`src/rtl/spirxdata.sv`:
```
// spirxdata: receives one SD-card data block over the shared SPI byte engine.
// Sends 0xFF filler bytes and hunts for the 0xFE start token. The payload is
// packed MSB-first into DW-bit words and written to the dual-port block buffer
// at {fifo, index}. The trailing CRC16 is checked, and one status byte is
// reported on o_response together with a one-cycle o_rxvalid pulse.
// Optional build macro SPIRXDATA_TIMEOUT_EN: gives up after TOKEN_TIMEOUT
// filler bytes while waiting for the start token and reports status 0x40.
module spirxdata #(
   parameter int          DW            = 32,
   parameter int          AW            = 8,
   parameter logic [15:0] TOKEN_TIMEOUT = 16'd4095
) (
   input  logic          i_clk,
   input  logic          i_reset,
   input  logic          i_start,
   input  logic [3:0]    i_lgblksz,
   input  logic          i_fifo,
   output logic          o_busy,
   input  logic          i_ll_busy,
   output logic          o_ll_stb,
   output logic [7:0]    o_ll_byte,
   input  logic          i_ll_stb,
   input  logic [7:0]    i_ll_byte,
   output logic          o_write,
   output logic [AW-1:0] o_addr,
   output logic [DW-1:0] o_data,
   output logic          o_rxvalid,
   output logic [7:0]    o_response
);

   localparam int WB  = DW / 8;
   localparam int WCW = (WB > 1) ? $clog2(WB) : 1;

   typedef enum logic [2:0] {
      IDLE, TOKEN, DATA, CRC_HI, CRC_LO, DONE
   } state_t;

   state_t        state, state_next;
   logic          waiting;      // a byte exchange has been accepted and is awaiting i_ll_stb
   logic          kick;         // delayed first request after leaving IDLE
   logic          fifo_r;
   logic [3:0]    lg_r;
   logic [3:0]    lg_clamped;
   logic [9:0]    byte_cnt;
   logic [9:0]    blk_last;
   logic [WCW-1:0] wcnt;
   logic [AW-2:0] index;
   logic [DW-1:0] shift;
   logic [DW-1:0] word_next;
   logic [15:0]   crc;
   logic [15:0]   crc_next;
   logic [7:0]    crc_rx_hi;
   logic          byte_ok;
   logic          word_done;
   logic          next_is_rx;
   logic          tok_is_start;
   logic          tok_is_error;
   logic          tok_timeout;

   // CRC16-CCITT (poly 0x1021), one byte MSB-first.
   function automatic logic [15:0] crc16_byte(input logic [15:0] c, input logic [7:0] b);
      logic [15:0] r;
      r = c;
      // NOTE: blocking updates are correct here: r is a local temporary stepped bit by bit.
      for (int i = 7; i >= 0; i--) begin
         if (r[15] ^ b[i]) r = {r[14:0], 1'b0} ^ 16'h1021;
         else              r = {r[14:0], 1'b0};
      end
      return r;
   endfunction

   assign lg_clamped   = (i_lgblksz < 4'd3) ? 4'd3 : (i_lgblksz > 4'd9) ? 4'd9 : i_lgblksz;
   assign blk_last     = (10'd1 << lg_r) - 10'd1;
   assign byte_ok      = waiting && i_ll_stb;
   assign word_next    = (shift << 8) | DW'(i_ll_byte);
   assign word_done    = (wcnt == WCW'(WB - 1));
   assign crc_next     = crc16_byte(crc, i_ll_byte);
   assign tok_is_start = (i_ll_byte == 8'hfe);
   assign tok_is_error = (i_ll_byte[7:5] == 3'b000);
   assign next_is_rx   = (state_next != IDLE) && (state_next != DONE);

   assign o_busy    = (state != IDLE);
   assign o_rxvalid = (state == DONE);
   assign o_ll_byte = 8'hff;

`ifdef SPIRXDATA_TIMEOUT_EN
   logic [15:0] tcnt;

   // Count filler bytes seen while hunting for the start token.
   always_ff @(posedge i_clk) begin
      if (i_reset)
         tcnt <= '0;
      else if (state == IDLE && i_start)
         tcnt <= '0;
      else if (state == TOKEN && byte_ok && !tok_is_start && !tok_is_error)
         tcnt <= tcnt + 16'd1;
   end

   assign tok_timeout = (tcnt + 16'd1 == TOKEN_TIMEOUT);
`else
   logic unused_timeout;
   // The timeout limit has no role without the token timeout feature.
   assign unused_timeout = ^TOKEN_TIMEOUT;
   assign tok_timeout    = 1'b0;
`endif

   // State register.
   always_ff @(posedge i_clk) begin
      if (i_reset) state <= IDLE;
      else         state <= state_next;
   end

   // Next-state decode: each receive state advances only on an accepted byte.
   always_comb begin
      // NOTE: default assigned first so every path drives state_next; no latch is inferred.
      state_next = state;
      case (state)
         IDLE:    if (i_start) state_next = TOKEN;
         TOKEN:   if (byte_ok) begin
                     if (tok_is_start)                     state_next = DATA;
                     else if (tok_is_error || tok_timeout) state_next = DONE;
                  end
         DATA:    if (byte_ok && byte_cnt == blk_last) state_next = CRC_HI;
         CRC_HI:  if (byte_ok) state_next = CRC_LO;
         CRC_LO:  if (byte_ok) state_next = DONE;
         DONE:    state_next = IDLE;
         default: state_next = IDLE;
      endcase
   end

   // Byte pacing, word assembly, CRC and status datapath.
   always_ff @(posedge i_clk) begin
      if (i_reset) begin
         o_ll_stb   <= 1'b0;
         waiting    <= 1'b0;
         kick       <= 1'b0;
         o_write    <= 1'b0;
         o_addr     <= '0;
         o_data     <= '0;
         o_response <= '0;
         fifo_r     <= 1'b0;
         lg_r       <= 4'd3;
         byte_cnt   <= '0;
         wcnt       <= '0;
         index      <= '0;
         shift      <= '0;
         crc        <= '0;
         crc_rx_hi  <= '0;
      end else begin
         // NOTE: non-blocking throughout so every read in this block sees pre-edge values.
         o_write <= 1'b0;
         kick    <= 1'b0;
         if (kick)
            o_ll_stb <= 1'b1;
         if (o_ll_stb && !i_ll_busy) begin
            o_ll_stb <= 1'b0;
            waiting  <= 1'b1;
         end
         if (byte_ok) begin
            waiting <= 1'b0;
            if (next_is_rx) o_ll_stb <= 1'b1;
         end

         case (state)
            IDLE: if (i_start) begin
               fifo_r   <= i_fifo;
               lg_r     <= lg_clamped;
               crc      <= '0;
               byte_cnt <= '0;
               wcnt     <= '0;
               index    <= '0;
               kick     <= 1'b1;
            end
            TOKEN: if (byte_ok && !tok_is_start) begin
               if (tok_is_error)     o_response <= i_ll_byte;
               else if (tok_timeout) o_response <= 8'h40;
            end
            DATA: if (byte_ok) begin
               crc      <= crc_next;
               byte_cnt <= byte_cnt + 10'd1;
               shift    <= word_next;
               if (word_done) begin
                  wcnt    <= '0;
                  o_write <= 1'b1;
                  o_data  <= word_next;
                  o_addr  <= {fifo_r, index};
                  index   <= index + 1'b1;
               end else begin
                  wcnt <= wcnt + 1'b1;
               end
            end
            CRC_HI: if (byte_ok) crc_rx_hi <= i_ll_byte;
            CRC_LO: if (byte_ok)
               o_response <= ({crc_rx_hi, i_ll_byte} == crc) ? 8'h00 : 8'h80;
            default: ;
         endcase
      end
   end

endmodule
```
`config.mk`:
```
export PLATFORM = sky130hd
export DESIGN_NAME = spirxdata
export DESIGN_NICKNAME = d
export VERILOG_FILES = /design/src/rtl/spirxdata.sv
export SDC_FILE = /design/constraint.sdc
export NUM_CORES = 1
export LEC_CHECK = 0
export ABC_AREA = 1
export BUFFER_PORTS_ARGS = -buffer_cell sky130_fd_sc_hd__buf_2
export CAP_MARGIN = 30
export CELL_PAD_IN_SITES_DETAIL_PLACEMENT = 0
export CELL_PAD_IN_SITES_GLOBAL_PLACEMENT = 1
export CORE_MARGIN = 2
export CORE_UTILIZATION = 40
export CTS_BUF_LIST = sky130_fd_sc_hd__clkbuf_16
export DETAILED_ROUTE_END_ITERATION = 8
export GPL_TIMING_DRIVEN = 0
export PLACE_DENSITY = 0.79
export SLEW_MARGIN = 40
export SYNTH_ARGS = -nofsm -noshare
export SYNTH_HDL_FRONTEND = slang
export SYNTH_SLANG_ARGS = --single-unit
```
`constraint.sdc`:
```
create_clock -name i_clk -period 3.1 [get_ports i_clk]
set_clock_uncertainty 0.15 [all_clocks]
set_input_delay 0.62 -clock i_clk [delete_from_list [all_inputs] [get_ports i_clk]]
set_output_delay 0.62 -clock i_clk [all_outputs]
set_load 0.01 [all_outputs]
```
Word level (Yosys, flattened, before mapping)

Index checks and enable logic that the tools add are counted.

Add/sub/neg operators: 4
$lt $le $gt $ge: 2
Equality and inequality tests: 16
Shift-type cells: 1
Multiplexer cells: 43
Bitwise operators: 20
Reductions and logical operators: 23

Operators with widths:

| cell                                                | count |
|---|---|
| two-way mux 13 bit                                  | 8 |
| two-way mux 16 bit                                  | 2 |
| two-way mux 8 bit                                   | 4 |
| bitwise OR 32 x 8 -> 32 bit                         | 1 |
| case mux 16 bit (2 select lines)                    | 1 |
| NOT 3 bit                                           | 8 |
| two-way mux 3 bit                                   | 7 |
| two-way mux 7 bit                                   | 3 |
| two-way mux 10 bit                                  | 2 |
| case mux 10 bit (2 select lines)                    | 1 |
| == test 16 bit                                      | 1 |
| case mux 8 bit (2 select lines)                     | 1 |
| case mux 3 bit (5 select lines)                     | 1 |
| case mux 7 bit (2 select lines)                     | 1 |
| != test 2 bit (second input constant)               | 6 |
| adder 10 x 1 -> 10 bit (second input constant)      | 1 |
| == test 10 bit                                      | 1 |
| << shifter 1 x 4 -> 10 bit (first input constant)   | 1 |
| subtractor 10 x 1 -> 10 bit (second input constant) | 1 |
| == test 8 bit (second input constant)               | 1 |
| two-way mux 4 bit                                   | 2 |
| AND reduction 4 bit                                 | 2 |
| XOR 1 bit                                           | 8 |
| adder 7 x 1 -> 7 bit (second input constant)        | 1 |
| other kinds (21)                                    | 44 |

Bits in registers: 127
Input bits: 18
Output and inout bits: 60
Logic and storage cells: 125

Logic depth before layout (Yosys ltp)

Depth in word-level cells: 18
Mapped depth: 16
Depth with buffers taken out: 16

Least setup slack after synthesis

Ideal clock, no wire load.

Path kind: input to register
From: input port i_ll_stb
To: register o_ll_stb
Setup time: 131 ps
Data arrival time: 1,623 ps
Data required time: 2,819 ps
Slack: 1,197 ps
Stages on the path: 12
Path buffers: 1
Cell sequence: nand2_1 -> clkinv_2 -> nand4_4 -> buf_6 -> nor2_2 -> nand3_1 -> nor2_1 -> nand2_1 -> nand3_1 -> nand3_1 -> nand2_1 -> a21oi_2

Longest elaborated chain between the ends: 8
Elaborated cells between the ends (all ways): 12
Classes of those cells: eq/ne (1); mux (7); reduce/logical (4)

RTL lines:

| item                                                | RTL line | text |
|---|---|---|
| start, declared                                     | 22       | `input logic i_ll_stb,` |
| logical AND 1 bit *                                 | 74       | `assign byte_ok = waiting && i_ll_stb;` |
| logical AND 1 bit                                   | 123      | `DATA: if (byte_ok && byte_cnt == blk_last) state_next = CRC_HI;` |
| two-way mux 3 bit                                   | 123      |  |
| case mux 3 bit (5 select lines)                     | 117      | `case (state)` |
| != test 3 bit or nonzero test 3 bit (tied branches) | 80       | `assign next_is_rx = (state_next != IDLE) && (state_next != DONE);` |
| logical AND 1 bit                                   | 80       |  |
| two-way mux 1 bit                                   | 161      | `if (next_is_rx) o_ll_stb <= 1'b1;` |
| two-way mux 1 bit *                                 | 159      | `if (byte_ok) begin` |
| end signal, assigned                                | 154      | `o_ll_stb <= 1'b1;` |
| end signal, assigned                                | 156      | `o_ll_stb <= 1'b0;` |
| end signal, assigned                                | 161      |  |
| end, declared                                       | 20       | `output logic o_ll_stb,` |

Every way passes the cells marked *; elsewhere a longest branch is shown, timed or not.
A chain may end at the register's enable or synchronous reset.

Worst setup path after layout

From: register lg_r[2]
To: register o_ll_stb

Longest elaborated chain between the ends: 10
Elaborated cells between the ends (all ways): 11
Classes of those cells: add/sub (1); eq/ne (2); shift (1); mux (4); reduce/logical (3)

RTL lines:

| item                                                | RTL line | text |
|---|---|---|
| start, declared                                     | 42       | `logic [3:0] lg_r;` |
| start signal, assigned                              | 167      | `lg_r <= lg_clamped;` |
| << shifter 1 x 4 -> 10 bit *                        | 73       | `assign blk_last = (10'd1 << lg_r) - 10'd1;` |
| subtractor 10 x 1 -> 10 bit *                       | 73       |  |
| == test 10 bit *                                    | 123      |  |
| logical AND 1 bit *                                 | 123      |  |
| two-way mux 3 bit *                                 | 123      |  |
| case mux 3 bit (5 select lines) *                   | 117      |  |
| != test 3 bit or nonzero test 3 bit (tied branches) | 80       |  |
| logical AND 1 bit *                                 | 80       |  |
| two-way mux 1 bit *                                 | 161      |  |
| two-way mux 1 bit *                                 | 159      |  |

Marked as above.

==> flow_metrics.tcl <==
set metrics [dict create \
    min_to "fifo_r" \
    critical_path_class "flop to flop" \
    gr-total-overflow 0 \
    layout_common_cells "dfxtp_1 (127), nand2_1 (101), buf_2 (79)" \
    finalNetCount 824 \
    grt_setup_unrepaired "false" \
    syn_inst 711 \
    grt_usage_pct 19.7 \
    wl_um 13900 \
    power_density_mw_per_mm2 567 \
    status "completed" \
    crit_arrival_ns 2.32 \
    hold_viol 0 \
    cts_sinks 127 \
    ant_nets 0 \
    synthDistinctLibCells 45 \
    register_area_mm2 0.00254 \
    p_int_mw 2.89 \
    synth_edf_count 0 \
    die_y_um 122 \
    crit_required_ns 3.22 \
    fin_crit_sh_pct 70.8 \
    grt_pass1_vias 4586 \
    hp-class "primary input to flop" \
    pwr-share-comb_pct 5.8 \
    rr_endpoint "o_ll_stb" \
    critical_path.top_delay_family "simple AND/OR/NAND/NOR gates" \
    avgSynthCellArea_um2 7.77 \
    use_met2_pct 31.1 \
    diodes 0 \
    synth-seq-area-share_pct 46.0 \
    place_congestion 0.829 \
    cp-start-kind "flop" \
    grt_use_met1_pct 26.0 \
    async_reset_ff_share_pct 0 \
    cts_resized 0 \
    cts_root_buf "clkbuf_16" \
    maxCapViolCount 0 \
    switching_share_pct 23.5 \
    top_usage_layer "met2" \
    worstSetupEndpointType "flop" \
    yosysWarnings 0 \
    port_buffers 65 \
    path_cells "nor2_2, nand3_1, ha_1, xor2_1, nand2_1, nor2_2, nand3_1, nor2_1, nand2_1, nand3_1, nand3_1, nand2_1, a21oi_2" \
    tightest_slew_ns 0.663 \
    area_growth_pct 20.7 \
    drc 0 \
    grt_max_degree 17 \
    fp-row-count 42 \
    viasPerCell 4.97 \
    wl_per_cell_um 14.1 \
    relSlewSlack_pct 55.8 \
    max_stage_delay_ns 0.35 \
    post-cts-setup-buffers 0 \
    setup_violations 0 \
    pwr-share-seq_pct 43.7 \
    p_total_mw 3.78 \
    drive_gt1_share_pct 18.9 \
    crit_top_cell "nand3_1" \
    synth-seq-cells 127 \
    fmax_mhz 455 \
    cp.buffers_inverters 0 \
    cts.clk_slew.worst_paths_ns 0.05 \
    whs_ns 0.257 \
    r2r_start "lg_r[2]" \
    multi_input_area_mm2 0.00252 \
    initial_utilization_pct 41.4 \
    whs_path_depth 3 \
    ir_drop_mv 0.269 \
    cts_tree "yes" \
    drt_first_iter_violations 261 \
    ios 78 \
    synth_largest_area_cell "dfxtp_1" \
    core_mm2 0.0133 \
    via_count 4921 \
    critPathSlowestCell "dfxtp_1" \
    synth_area_mm2 0.00552 \
    synth_ff_type "dfxtp_1" \
    pwr-share-clk_pct 50.6 \
    reg2regPathDepth 13 \
    antenna_found_initial 0 \
    drv_slew 0 \
    cts_made_buffers 17 \
    synth_top_area_share_pct 46.0 \
    cts_hold_buffers 0 \
    clkLatencyLatePin_ns 0.42 \
    clockBufferDepth 2 \
    hpwlAfterDp_um 10400 \
    grt_pass1_wl_um 22500 \
    leakage_nw 2.75 \
    min_from "i_fifo" \
    floorplan.die_area_mm2 0.0148 \
    p_sw_mw 0.889 \
    rrSetupSlack_ns 0.90 \
    htreeDepth 4 \
    nFillCells 1344 \
    final_common_cell "dfxtp_1" \
    use_met3_pct 4.70 \
    period_minus_slack_ns 2.20 \
    die_w_um 122 \
    critPathMaxFanout 5 \
    synth_area_leaders "dfxtp_1 (46%), a21oi_1 (6.9%), nand2_1 (6.9%), o21ai_0 (6.1%), inv_1 (4.4%)" \
    drt_pre_antenna_iters 4 \
    finalSetupTns_ns 0 \
]
cell families after synthesis:
family / synth area share, %
AND/OR/NAND/NOR: 21.1
AO/OA/AOI/OAI: 16.2
flip-flops: 46.0
buffers and inverters: 8.90
XOR/XNOR: 6.73
adder cells (fa/ha/maj): 0.906
other: 0.0679
through the flow:
stage	setup WS [ns]	instances	util, %	cell area [µm²]
after global placement	0.693	959	45.7	6100
after global routing	0.656	991	49.9	6670
after CTS	0.909	991	49.9	6670
final	0.904	991	49.9	6670
after detailed placement	0.642	959	45.7	6100
after floorplan	1.20	718	-	5550
per-layer routing:
layer,vias up,wire (µm)
met5,-,0
met4,0,154
met3,11,700
met2,108,6610
met1,2297,6460
li1,2505,-
final cells by class:
type                            count  area share, %
Inverter                           75           4.24
Multi-Input combinational cell    475           37.7
Tap cell                          176           3.30
Clock inverter                     15           2.18
Clock buffer                       17           6.38
Buffer                             41           3.13
Timing Repair Buffer               65           4.88
Sequential cell                   127           38.1
tightest hold or removal path, delay by kind of cell:
| kind | cells | cell delay [ns] |
|---|---|---|
| compound gates | 1 | 0.05 |
| simple gates | 1 | 0.04 |
| buf+inv | 1 | 0.07 |
Yosys cell counts (all sizes together), types with 4 or more instances:
| cell type | n |
|---|---|
| a21oi | 77 |
| nand3 | 46 |
| xnor2 | 24 |
| buf | 25 |
| nor3 | 20 |
| a211oi | 4 |
| ha | 4 |
| nor3b | 4 |
| inv | 73 |
| nor4 | 4 |
| nand2 | 104 |
| nor2 | 66 |
| dfxtp | 127 |
| clkbuf | 16 |
| xor2 | 15 |
| o21ai | 89 |
power by group through the flow:
stage / Combinational (mW) / Clock, mW / Sequential, mW
6_report: 0.217 / 1.91 / 1.65
5_1_grt: 0.244 / 2.03 / 1.65
4_1_cts: 0.218 / 1.95 / 1.65
3_5_place_dp: 0.216 / 0 / 1.68
3_3_place_gp: 0.215 / 0 / 1.68
2_1_floorplan: 0.152 / 0 / 1.68
state kept, by name (all words and copies together), names as in the netlist:
signal / flops
o_data: 32
shift: 24
crc: 16
byte_cnt: 10
crc_rx_hi: 8
o_addr: 8
o_response: 8
index: 7
lg_r: 4
state: 3
wcnt: 2
fifo_r: 1
kick: 1
o_ll_stb: 1
o_write: 1
waiting: 1
how the worst max path moves through the flow:
stage / startpoint / cells after the start / end / slack [ns]
detailed placement: i_reset / 6 / o_response[1] / 0.64
CTS: lg_r[2] / 13 / o_ll_stb / 0.91
global placement: i_reset / 6 / o_response[4] / 0.69
finish: lg_r[2] / 13 / o_ll_stb / 0.90
floorplan: i_ll_stb / 12 / o_ll_stb / 1.20
global route: lg_r[1] / 16 / o_ll_stb / 0.66
No activity file was read; power rests on OpenSTA's default activity.
